## src/rtl/imem_boot_loader_pkg.sv

```systemverilog
// Shared definitions for the instruction-memory boot loader.
// Contents:
//   - loader state encoding (IDLE, LEN0, LEN1, DATA, CSUM, DONE, ERROR)
//   - err_code values reported on the err_code output
//   - default frame start byte
//   - checksum and state-classification helper functions
package imem_boot_loader_pkg;

  typedef logic [2:0] state_t;

  localparam state_t ST_IDLE  = 3'd0;
  localparam state_t ST_LEN0  = 3'd1;
  localparam state_t ST_LEN1  = 3'd2;
  localparam state_t ST_DATA  = 3'd3;
  localparam state_t ST_CSUM  = 3'd4;
  localparam state_t ST_DONE  = 3'd5;
  localparam state_t ST_ERROR = 3'd6;

  localparam logic [1:0] ERR_NONE    = 2'd0;
  localparam logic [1:0] ERR_LEN     = 2'd1;
  localparam logic [1:0] ERR_CSUM    = 2'd2;
  localparam logic [1:0] ERR_TIMEOUT = 2'd3;

  localparam logic [7:0] MAGIC_DEFAULT = 8'hA5;

  // Running frame checksum: plain XOR of the payload bytes.
  function automatic logic [7:0] csum_update(input logic [7:0] csum, input logic [7:0] data);
    return csum ^ data;
  endfunction

  // States that sit inside a frame and are subject to the byte timeout.
  function automatic logic frame_active(input state_t st);
    logic act;
    case (st)
      ST_LEN0, ST_LEN1, ST_DATA, ST_CSUM: act = 1'b1;
      default:                            act = 1'b0;
    endcase
    return act;
  endfunction

endpackage

```

## src/rtl/imem_boot_loader_if.sv

```systemverilog
// Bus bundle between the boot loader, its byte source and the instruction memory.
// Signals:
//   rx_valid/rx_data/rx_ready : byte stream handshake (source -> loader)
//   skip_load/load_req        : host control requests
//   imem_we/imem_waddr/wdata  : instruction memory write port
//   core_hold/done/err_code   : status towards the core and the host
// Modports: slave = the loader, master = the environment driving it.
interface imem_boot_loader_if #(
  parameter int unsigned ADDR_W = 8
);
  logic              rx_valid;
  logic [7:0]        rx_data;
  logic              rx_ready;
  logic              skip_load;
  logic              load_req;
  logic              imem_we;
  logic [ADDR_W-1:0] imem_waddr;
  logic [31:0]       imem_wdata;
  logic              core_hold;
  logic              done;
  logic [1:0]        err_code;

  modport slave (
    input  rx_valid, rx_data, skip_load, load_req,
    output rx_ready, imem_we, imem_waddr, imem_wdata, core_hold, done, err_code
  );

  modport master (
    output rx_valid, rx_data, skip_load, load_req,
    input  rx_ready, imem_we, imem_waddr, imem_wdata, core_hold, done, err_code
  );
endinterface

```

## src/rtl/imem_boot_loader_word_assembler.sv

```systemverilog
// Payload word assembler for the boot loader.
// Shifts accepted payload bytes into a little-endian 32-bit word, counts byte
// lanes and keeps the running XOR checksum of all payload bytes.
// Ports:
//   clk, reset  : clock, synchronous active-high reset
//   clear       : start of a new frame, zero lane counter and checksum
//   accept      : byte_in is a payload byte this cycle
//   byte_in     : payload byte
//   word_valid  : byte_in completes a word (4th lane) this cycle
//   word        : completed word, valid with word_valid
//   csum        : XOR of all payload bytes accepted so far
module boot_word_assembler
  import imem_boot_loader_pkg::*;
(
  input  logic        clk,
  input  logic        reset,
  input  logic        clear,
  input  logic        accept,
  input  logic [7:0]  byte_in,
  output logic        word_valid,
  output logic [31:0] word,
  output logic [7:0]  csum
);

  // Only three bytes need holding: the fourth is taken straight from byte_in.
  logic [23:0] shift_r;
  logic [1:0]  lane_r;
  logic [7:0]  csum_r;

  // Word completion and assembled word for the current byte.
  always_comb begin
    word_valid = accept && (lane_r == 2'd3);
    word       = {byte_in, shift_r};
  end

  assign csum = csum_r;

  // Byte shift register, lane counter and running checksum.
  always_ff @(posedge clk) begin
    if (reset) begin
      shift_r <= 24'd0;
      lane_r  <= 2'd0;
      csum_r  <= 8'd0;
    end else if (clear) begin
      shift_r <= 24'd0;
      lane_r  <= 2'd0;
      csum_r  <= 8'd0;
    end else if (accept) begin
      shift_r <= {byte_in, shift_r[23:8]};
      lane_r  <= lane_r + 2'd1;
      csum_r  <= csum_update(csum_r, byte_in);
    end
  end

endmodule

```

## src/rtl/imem_boot_loader.sv

```systemverilog
// Instruction-memory boot loader.
// Receives a framed byte stream (MAGIC, N low, N high, 4*N payload bytes,
// XOR checksum), writes the payload as little-endian words to the instruction
// memory and holds the core until a frame loads cleanly or loading is skipped.
// Ports:
//   clk    : system clock
//   reset  : synchronous active-high reset
//   bus    : imem_boot_loader_if.slave (byte handshake, host control,
//            memory write port, core_hold/done/err_code status)
module imem_boot_loader
  import imem_boot_loader_pkg::*;
#(
  parameter int unsigned ADDR_W         = 8,
  parameter int unsigned TIMEOUT_CYCLES = 1000000,
  parameter logic [7:0]  MAGIC          = MAGIC_DEFAULT
) (
  input logic                clk,
  input logic                reset,
  imem_boot_loader_if.slave  bus
);

  localparam int unsigned DEPTH = 2 ** ADDR_W;
  localparam int unsigned TMR_W = $clog2(TIMEOUT_CYCLES + 1);
  localparam logic [TMR_W-1:0] TMR_LAST = TMR_W'(TIMEOUT_CYCLES - 1);
  localparam logic [TMR_W-1:0] TMR_MAX  = TMR_W'(TIMEOUT_CYCLES);

  state_t            state_r, state_s;
  logic [1:0]        err_r, err_s;
  logic [15:0]       len_r, len_s;
  logic [ADDR_W-1:0] widx_r;
  logic [TMR_W-1:0]  timer_r;
  logic              rx_ready_r;
  logic              core_hold_r;
  logic              done_r;
  logic              we_r;
  logic [ADDR_W-1:0] waddr_r;
  logic [31:0]       wdata_r;

  logic              rx_ready_s;
  logic              accept_s;
  logic [15:0]       n_s;
  logic              len_ok_s;
  logic              last_word_s;
  logic              active_s;
  logic              tmo_s;
  logic              asm_clear_s;
  logic              asm_accept_s;
  logic              word_valid_s;
  logic [31:0]       word_s;
  logic [7:0]        csum_s;

  // Handshake and frame-condition decode. A skip request in IDLE takes
  // priority over a byte, so the byte is refused in that same cycle.
  always_comb begin
    rx_ready_s   = rx_ready_r && !((state_r == ST_IDLE) && bus.skip_load);
    accept_s     = bus.rx_valid && rx_ready_s;
    n_s          = {bus.rx_data, len_r[7:0]};
    len_ok_s     = (n_s != 16'd0) && (32'(n_s) <= DEPTH);
    last_word_s  = (32'(widx_r) == (32'(len_r) - 32'd1));
    active_s     = frame_active(state_r);
    // Fires on the TIMEOUT_CYCLES-th consecutive cycle without a byte.
    tmo_s        = active_s && !accept_s && (timer_r >= TMR_LAST);
    asm_clear_s  = (state_r == ST_IDLE) && accept_s && (bus.rx_data == MAGIC);
    asm_accept_s = accept_s && (state_r == ST_DATA);
  end

  boot_word_assembler u_asm (
    .clk        (clk),
    .reset      (reset),
    .clear      (asm_clear_s),
    .accept     (asm_accept_s),
    .byte_in    (bus.rx_data),
    .word_valid (word_valid_s),
    .word       (word_s),
    .csum       (csum_s)
  );

  // Next-state, error code and frame length.
  always_comb begin
    state_s = state_r;
    err_s   = err_r;
    len_s   = len_r;
    case (state_r)
      ST_IDLE: begin
        err_s = ERR_NONE;
        if (bus.skip_load) begin
          state_s = ST_DONE;
        end else if (accept_s && (bus.rx_data == MAGIC)) begin
          state_s = ST_LEN0;
        end else begin
          state_s = ST_IDLE;
        end
      end
      ST_LEN0: begin
        if (accept_s) begin
          len_s   = {8'd0, bus.rx_data};
          state_s = ST_LEN1;
        end else if (tmo_s) begin
          state_s = ST_ERROR;
          err_s   = ERR_TIMEOUT;
        end else begin
          state_s = ST_LEN0;
        end
      end
      ST_LEN1: begin
        if (accept_s) begin
          len_s = n_s;
          if (len_ok_s) begin
            state_s = ST_DATA;
          end else begin
            state_s = ST_ERROR;
            err_s   = ERR_LEN;
          end
        end else if (tmo_s) begin
          state_s = ST_ERROR;
          err_s   = ERR_TIMEOUT;
        end else begin
          state_s = ST_LEN1;
        end
      end
      ST_DATA: begin
        if (word_valid_s && last_word_s) begin
          state_s = ST_CSUM;
        end else if (tmo_s) begin
          state_s = ST_ERROR;
          err_s   = ERR_TIMEOUT;
        end else begin
          state_s = ST_DATA;
        end
      end
      ST_CSUM: begin
        if (accept_s) begin
          if (bus.rx_data == csum_s) begin
            state_s = ST_DONE;
          end else begin
            state_s = ST_ERROR;
            err_s   = ERR_CSUM;
          end
        end else if (tmo_s) begin
          state_s = ST_ERROR;
          err_s   = ERR_TIMEOUT;
        end else begin
          state_s = ST_CSUM;
        end
      end
      ST_DONE, ST_ERROR: begin
        if (bus.load_req) begin
          state_s = ST_IDLE;
          err_s   = ERR_NONE;
        end else begin
          state_s = state_r;
        end
      end
      default: begin
        state_s = ST_IDLE;
        err_s   = ERR_NONE;
      end
    endcase
  end

  // FSM state and status outputs, registered from the next state.
  always_ff @(posedge clk) begin
    if (reset) begin
      state_r     <= ST_IDLE;
      err_r       <= ERR_NONE;
      len_r       <= 16'd0;
      rx_ready_r  <= 1'b0;
      core_hold_r <= 1'b1;
      done_r      <= 1'b0;
    end else begin
      state_r     <= state_s;
      err_r       <= err_s;
      len_r       <= len_s;
      rx_ready_r  <= frame_active(state_s) || (state_s == ST_IDLE);
      core_hold_r <= (state_s != ST_DONE);
      done_r      <= (state_s == ST_DONE);
    end
  end

  // Memory write strobe one cycle after a word completes; word index
  // restarts at zero for every frame and is never used past N-1.
  always_ff @(posedge clk) begin
    if (reset) begin
      we_r    <= 1'b0;
      waddr_r <= {ADDR_W{1'b0}};
      wdata_r <= 32'd0;
      widx_r  <= {ADDR_W{1'b0}};
    end else begin
      we_r <= word_valid_s;
      if (word_valid_s) begin
        waddr_r <= widx_r;
        wdata_r <= word_s;
        widx_r  <= widx_r + {{(ADDR_W-1){1'b0}}, 1'b1};
      end else if (state_r == ST_LEN1) begin
        widx_r <= {ADDR_W{1'b0}};
      end
    end
  end

  // Inter-byte idle counter, saturating, cleared on any accepted byte.
  always_ff @(posedge clk) begin
    if (reset) begin
      timer_r <= {TMR_W{1'b0}};
    end else if (accept_s || !active_s) begin
      timer_r <= {TMR_W{1'b0}};
    end else if (timer_r != TMR_MAX) begin
      timer_r <= timer_r + {{(TMR_W-1){1'b0}}, 1'b1};
    end
  end

  assign bus.rx_ready   = rx_ready_s;
  assign bus.imem_we    = we_r;
  assign bus.imem_waddr = waddr_r;
  assign bus.imem_wdata = wdata_r;
  assign bus.core_hold  = core_hold_r;
  assign bus.done       = done_r;
  assign bus.err_code   = err_r;

endmodule

```

## src/flat_wrapper.sv

```systemverilog
// flat-port wrapper written by rule: the top's interface ports become plain ports
module imem_boot_loader_flat import imem_boot_loader_pkg::*;
#(
  parameter int unsigned ADDR_W         = 8,
  parameter int unsigned TIMEOUT_CYCLES = 1000000,
  parameter logic [7:0]  MAGIC          = MAGIC_DEFAULT
)
  (clk, reset, bus_rx_valid, bus_rx_data, bus_skip_load, bus_load_req, bus_rx_ready, bus_imem_we, bus_imem_waddr, bus_imem_wdata, bus_core_hold, bus_done, bus_err_code);
  imem_boot_loader_if #(.ADDR_W(ADDR_W)) bus_i ();
  input logic clk;
  input logic reset;
  input wire logic [$bits(bus_i.rx_valid)-1:0] bus_rx_valid;
  input wire logic [$bits(bus_i.rx_data)-1:0] bus_rx_data;
  input wire logic [$bits(bus_i.skip_load)-1:0] bus_skip_load;
  input wire logic [$bits(bus_i.load_req)-1:0] bus_load_req;
  output wire logic [$bits(bus_i.rx_ready)-1:0] bus_rx_ready;
  output wire logic [$bits(bus_i.imem_we)-1:0] bus_imem_we;
  output wire logic [$bits(bus_i.imem_waddr)-1:0] bus_imem_waddr;
  output wire logic [$bits(bus_i.imem_wdata)-1:0] bus_imem_wdata;
  output wire logic [$bits(bus_i.core_hold)-1:0] bus_core_hold;
  output wire logic [$bits(bus_i.done)-1:0] bus_done;
  output wire logic [$bits(bus_i.err_code)-1:0] bus_err_code;
  assign bus_i.rx_valid = bus_rx_valid;
  assign bus_i.rx_data = bus_rx_data;
  assign bus_i.skip_load = bus_skip_load;
  assign bus_i.load_req = bus_load_req;
  assign bus_rx_ready = bus_i.rx_ready;
  assign bus_imem_we = bus_i.imem_we;
  assign bus_imem_waddr = bus_i.imem_waddr;
  assign bus_imem_wdata = bus_i.imem_wdata;
  assign bus_core_hold = bus_i.core_hold;
  assign bus_done = bus_i.done;
  assign bus_err_code = bus_i.err_code;
  imem_boot_loader #(.ADDR_W(ADDR_W), .TIMEOUT_CYCLES(TIMEOUT_CYCLES), .MAGIC(MAGIC)) u_core (.clk(clk), .reset(reset), .bus(bus_i));
endmodule
```

## config.mk

```make
export PLATFORM = sky130hd
export DESIGN_NAME = imem_boot_loader_flat
export DESIGN_NICKNAME = d
export VERILOG_FILES = /design/src/rtl/imem_boot_loader_pkg.sv /design/src/rtl/imem_boot_loader_if.sv /design/src/rtl/imem_boot_loader_word_assembler.sv /design/src/rtl/imem_boot_loader.sv /design/src/flat_wrapper.sv
export SDC_FILE = /design/constraint.sdc
export NUM_CORES = 1
export LEC_CHECK = 0
export ABC_AREA = 0
export CORE_AREA = 3 3 130 94
export CTS_CLUSTER_DIAMETER = 120
export CTS_CLUSTER_SIZE = 12
export DETAILED_ROUTE_END_ITERATION = 8
export DIE_AREA = 0 0 133 97
export GPL_TIMING_DRIVEN = 0
export PLACE_DENSITY_LB_ADDON = 0.1
export SYNTH_ARGS = -nofsm -noshare
export SYNTH_HDL_FRONTEND = slang
export SYNTH_SLANG_ARGS = --single-unit
```

## constraint.sdc

```tcl
create_clock -name clk -period 2.3 [get_ports clk]
set_clock_uncertainty 0.15 [all_clocks]
set_input_delay 0.575 -clock clk [delete_from_list [all_inputs] [get_ports clk]]
set_output_delay 0.575 -clock clk [all_outputs]
set_load 0.01 [all_outputs]
```

# Yosys cells after proc, flatten, opt, wreduce, memory -nomap -nowiden
# Index checks and enable logic that the tools add are counted.
[totals]
elab_cells = 108
ff_bits = 127
inputBits = 13
[classes]
eq_ne = 24
n_reduce_logical = 30
bitwise = 2
muxes = 31
add_sub_neg = 4
order_cmp = 2
[op_table]
columns = ["cell", "count"]
rows = [
  ["8-bit by 32-bit == test with 1-bit output", 1],
  ["16-bit 2-to-1 mux", 2],
  ["16-bit one-hot mux with 2 select lines", 1],
  ["3-bit 2-to-1 mux", 10],
  ["20-bit by 1-bit adder with 20-bit output (second input constant)", 1],
  ["20-bit greater-or-equal comparator (second input constant)", 1],
  ["2-bit 2-to-1 mux", 10],
  ["20-bit inequality test (second input constant)", 1],
  ["3-bit one-hot mux with 6 select lines", 1],
  ["16-bit by 1-bit subtractor with 17-bit output (second input constant)", 1],
  ["16-bit by 9-bit <= comparator with 1-bit output (second input constant)", 1],
  ["8-bit 2-to-1 mux", 2],
  ["16-bit nonzero test", 1],
  ["3-bit == test (second input constant)", 5],
  ["3-bit by 2-bit == test with 1-bit output (second input constant)", 4],
  ["1-bit logical AND", 12],
  ["2-bit one-hot mux with 5 select lines", 1],
  ["3-bit inequality test (second input constant)", 3],
  ["8-bit by 1-bit adder with 8-bit output (second input constant)", 1],
  ["8-bit == test", 1],
  ["8-bit == test (second input constant)", 1],
  ["4-bit OR reduction", 2],
  ["8-bit bitwise XOR", 1],
  ["3-bit by 1-bit == test with 1-bit output (second input constant)", 2],
  ["other kinds (13)", 27],
]

# Logic depth before layout (Yosys ltp)
[logic_depth]
depth_word = 16
ltp_mapped = 10

# By module
# From an unflattened synthesis, not the netlist that was laid out.
[unflattened]
cells_unflattened = 666
hier_area_um2 = 5948.2
[by_module_without_submodules]
columns = ["module", "cells_per_inst", "area_per_inst_um2", "n_inst"]
rows = [
  ["imem_boot_loader", 536, 4540.6, 1],
  ["boot_word_assembler", 130, 1407.6, 1],
]

# Least setup slack after synthesis
# OpenSTA, ideal clock, no wires.
[synth_timing]
kind = "in2reg"
from = "input bus_rx_data[1]"
to = "register u_core.rx_ready_r"
arrival_time_ns = 2.228
path_stages = 6
slack_ns = -0.196
cell_sequence = "or4_4 -> or4_4 -> nor3_4 -> a221oi_2 -> o2111a_1 -> a32o_1"
[synth_between]
elab_chain_len = 10
word_cells_on_any_way = 22
cone_classes = "order compare: 1; eq/ne: 6; mux: 9; reduce/logical: 6"
[synth_rtl]
columns = ["item", "line_no", "rtl"]
rows = [
  ["start, declared", "flat_wrapper.sv:13", "input wire logic [$bits(bus_i.rx_data)-1:0] bus_rx_data;"],
  ["16-bit by 9-bit <= comparator with 1-bit output, or another cell as far along", "imem_boot_loader.sv:58", "len_ok_s = (n_s != 16'd0) && (32'(n_s) <= DEPTH);"],
  ["1-bit logical AND (on tied branches)", "imem_boot_loader.sv:58, imem_boot_loader.sv:88", ""],
  ["3-bit 2-to-1 mux / 1-bit 2-to-1 mux (equally long branches)", "imem_boot_loader.sv:108, imem_boot_loader.sv:88", ""],
  ["3-bit 2-to-1 mux (on tied branches)", "imem_boot_loader.sv:106, imem_boot_loader.sv:86", ""],
  ["3-bit one-hot mux with 6 select lines *", "imem_boot_loader.sv:83", "case (state_r)"],
  ["3-bit by 1-bit == test with 1-bit output, or another cell as far along", "imem_boot_loader_pkg.sv:34", "case (st)"],
  ["4-bit OR reduction", "imem_boot_loader_pkg.sv:34", ""],
  ["1-bit 2-to-1 mux", "imem_boot_loader_pkg.sv:34", ""],
  ["1-bit 2-to-1 mux", "imem_boot_loader.sv:163", "if (reset) begin"],
  ["1-bit logical OR *", "imem_boot_loader.sv:174", "rx_ready_r <= frame_active(state_s) || (state_s == ST_IDLE);"],
  ["end signal, assigned", "imem_boot_loader.sv:174", ""],
  ["end, declared", "imem_boot_loader.sv:32", "logic rx_ready_r;"],
]
# Mark *: on every way between the ends. The rest lies on a longest branch, timed or not. The select of a mux whose other input is x is not followed.
# A chain may end at the register's enable or synchronous reset.

# Worst setup path after layout
[layout_timing]
from = "register u_core.len_r[4]"
to = "register u_core.core_hold_r, in the netlist u_core.bus.core_hold"
[layout_between]
elab_chain_len = 6
word_cells_on_any_way = 11
cone_classes = "add/sub: 1; order compare: 1; eq/ne: 2; mux: 4; reduce/logical: 3"
[layout_rtl]
columns = ["item", "line_no", "rtl"]
rows = [
  ["start, declared", "imem_boot_loader.sv:29", "logic [15:0] len_r, len_s;"],
  ["start signal, assigned", "imem_boot_loader.sv:173", "len_r <= len_s;"],
  ["16-bit by 1-bit subtractor with 17-bit output, or another cell as far along", "imem_boot_loader.sv:59", "last_word_s = (32'(widx_r) == (32'(len_r) - 32'd1));"],
  ["8-bit by 32-bit == test with 1-bit output / 1-bit logical AND (equally long branches)", "imem_boot_loader.sv:59, imem_boot_loader.sv:58", ""],
  ["1-bit logical AND / 3-bit 2-to-1 mux (equally long branches)", "imem_boot_loader.sv:122, imem_boot_loader.sv:108", ""],
  ["3-bit 2-to-1 mux (on tied branches)", "imem_boot_loader.sv:122, imem_boot_loader.sv:106", ""],
  ["3-bit one-hot mux with 6 select lines *", "imem_boot_loader.sv:83", ""],
  ["3-bit inequality test *", "imem_boot_loader.sv:175", "core_hold_r <= (state_s != ST_DONE);"],
  ["end signal, assigned", "imem_boot_loader.sv:175", ""],
  ["end, declared", "imem_boot_loader.sv:33", "logic core_hold_r;"],
]
# Mark *: on every way between the ends. The rest lies on a longest branch, timed or not.

==> out/qor.yml <==
synth.avg_cell_area_um2: 8.05
post-place-cells: 892
synth_simple_gate_area_frac: 0.262
synthAdderAreaFrac: 0.0114
clockPowerShare: 0.469
root_buffer: "clkbuf_16"
fin_util: 0.644
cts_tree: "built"
power_w: 0.00557
ir_drop_mv: 0.591
synth_cell_types: 56
syn-cell-area_um2: 5500
post-dp-hpwl_um: 10300
p_seq_frac: 0.414
dp_slack_ps: -1030
die_x_um: 133
grt_overflow: 0
start_kind: "flop"
finalWorstSetupSlack_ps: -122
fmax_ghz: 0.413
swShare: 0.274
ant_nets: 0
drt_iter0_drc: 336
relSlewSlack: 0.622
drt_wl_total_um: 14500
dr.pass1.iters: 5
num_io_pins: 59
gp_congestion: 0.857
synthTopCellsByCount: "nand2_1 (155), dfxtp_1 (127), a21oi_1 (87)"
cts_buffer_depth: 2
yosysWarnings: 0
maxCapViolCount: 0
switchingPower_w: 0.00153
antenna_found_initial: 0
multi_input_area_um2: 2920
diodes: 0
drive_gt1_frac: 0.133
vias_per_cell: 5.52
regArea_um2: 2550
fp.dieH_um: 97
finalHoldViolCount: 0
grt_pass1_wl_um: 23700
synth_flop_cell: "dfxtp_1"
numPortBuffers: 56
required_ps: 2460
grt.total_usage: 0.224
yosys.area.top_type: "dfxtp_1"
grt_max_degree: 17
rows: 32
synth_compound_area_frac: 0.153
clk_pin_slew_worst_paths_ps: 60
synth_top_family_by_area: "simple AND/OR/NAND/NOR gates"
core_area_um2: 11000
wl_per_cell_um: 15.6
postSynthCellCount: 683
internal-power_w: 0.00404
period_needed_ps: 2420
synth.most_common_cell: "nand2_1"
async_flop_share: 0
slew_violations: 0
min_period_over_period: 1.05
hold_buffers: 0
critPathKind: "reg2reg"
leakagePower_nw: 2.52
violations: "setup timing"
cp_data_arrival_time_ps: 2580
status: "finished, violations left"
p_per_area_nw_per_um2: 785
rsz0062_at_grt: "yes"
path_max_fanout: 10
synth_xor_area_frac: 0.0741
synth_edf_count: 0
cts_sinks: 127
yosysSeqAreaShare: 0.462
power_frac_comb: 0.117
drc: 0
nFillCells: 942
end_kind: "flop"
nets: 780
finalSetupViolCount: 2
design.die.area_um2: 12900
ys_ff_latch: 127
syn2layout_area_growth_pct: 28.9
worstHoldPathType: "in2reg"
synthMuxAreaShare: 0.00205
insertion_delay_ps: 420
numCtsBuffers: 17
syn_nets: 701
vias: 5127
start_util: 0.500
grt_pass1_vias: 4874
synth_area_leaders: "dfxtp_1 (46%), nand2_1 (11%), a21oi_1 (7.9%), xor2_1 (4.5%), nor2_1 (4.4%)"
htree_levels: 4
synth_top_area_frac: 0.462
worst-slew-pin-transition_ps: 567
instances_no_fill: 928
## power groups by stage
stage | combinational, W | sequential (W) | clock (W)
final | 0.000652 | 0.00230 | 0.00261
after global routing | 0.000708 | 0.00231 | 0.00275
after CTS | 0.000612 | 0.00230 | 0.00265
after detailed placement | 0.000581 | 0.00233 | 0
after global placement | 0.000574 | 0.00233 | 0
after floorplan | 0.000410 | 0.00232 | 0
## cells in the final DEF (no fill, tap or decap), drive strengths merged, types with 3 or more instances in the layout
cell,count
dfxtp,127
a21oi,87
nor3,13
or3,5
nand2,155
a31oi,8
o21ai,8
nand3,15
xor2,28
dlygate4sd2,3
nand3b,4
clkinv,7
inv,12
clkdlybuf4s50,48
clkbuf,49
o2111a,3
a22oi,9
nand4,13
ha,5
or4,6
nor2,65
and4,3
xnor2,16
and2,4
and3,13
nor4,5
nor2b,4
buf,21
## worst max-delay path, cell delays in order, from the launching register on
cell       delay, ps
dfxtp_1          380
nor3_2           260
buf_4            210
nand4_1          160
a2111oi_4        360
nand4_1          210
o21a_2           280
a211o_1          290
## logic make-up (layout without fill, tap and decap cells)
group | Yosys count | in the layout
AO/OA/AOI/OAI | 139 | 139
XOR/XNOR | 45 | 45
adder cells (fa/ha/maj) | 5 | 5
buffers and inverters | 51 | 143
flip-flops | 127 | 127
multiplexers | 1 | 1
AND/OR/NAND/NOR | 315 | 315
## stage by stage
stage	area [um^2]	hold slack, ps	TNS (ps)
finish	7090	270	-228
global route	7090	255	-672
CTS	6990	256	-163
detailed placement	6260	296	-87300
global placement	6260	293	-85920
floorplan	5510	282	-276
## registers in the layout, indices dropped and copies added (netlist names)
register,flops
u_core.bus.imem_we,1
u_core.u_asm.csum,8
u_core.bus.core_hold,1
u_core.len_r,16
u_core.bus.imem_wdata,32
u_core.bus.err_code,2
u_core.state_r,3
u_core.rx_ready_r,1
u_core.widx_r,8
u_core.bus.imem_waddr,8
u_core.u_asm.shift_r,24
u_core.u_asm.lane_r,2
u_core.timer_r,20
u_core.bus.done,1
## cell type report
class,count,area share
flip-flops and latches,127,0.360
clock inverters,15,0.0217
multi-input cells,505,0.412
inverters,6,0.00353
clock buffers,17,0.0600
well taps,153,0.0270
repair buffers,66,0.0884
plain buffers,39,0.0277
## what timing repair did
item,4_1_cts,5_1_grt
gates resized for setup,57,35
endpoints found under the hold margin,0,0
setup buffers,7,3
pin swaps,8,12
setup endpoints to repair,102,87
## final timing paths
kind | start | endpoint | slack (ps) | cells past startpoint
setup / recovery | u_core.len_r[4] | u_core.bus.core_hold | -120 | 7
hold / removal | bus_rx_data[1] | u_core.bus.imem_wdata[25] | 270 | 3
setup reg to reg | u_core.len_r[4] | u_core.bus.core_hold | -120 | 7
hold reg to reg | u_core.bus.imem_wdata[13] | u_core.bus.imem_wdata[13] | 300 | 2
## per-layer routing
metal,global-route usage,part of all wire
met3,0.0525,0.067
met5,0,0
met4,0.0791,0.016
met1,0.308,0.47
met2,0.346,0.45
No activity file was read; power rests on OpenSTA's default activity.
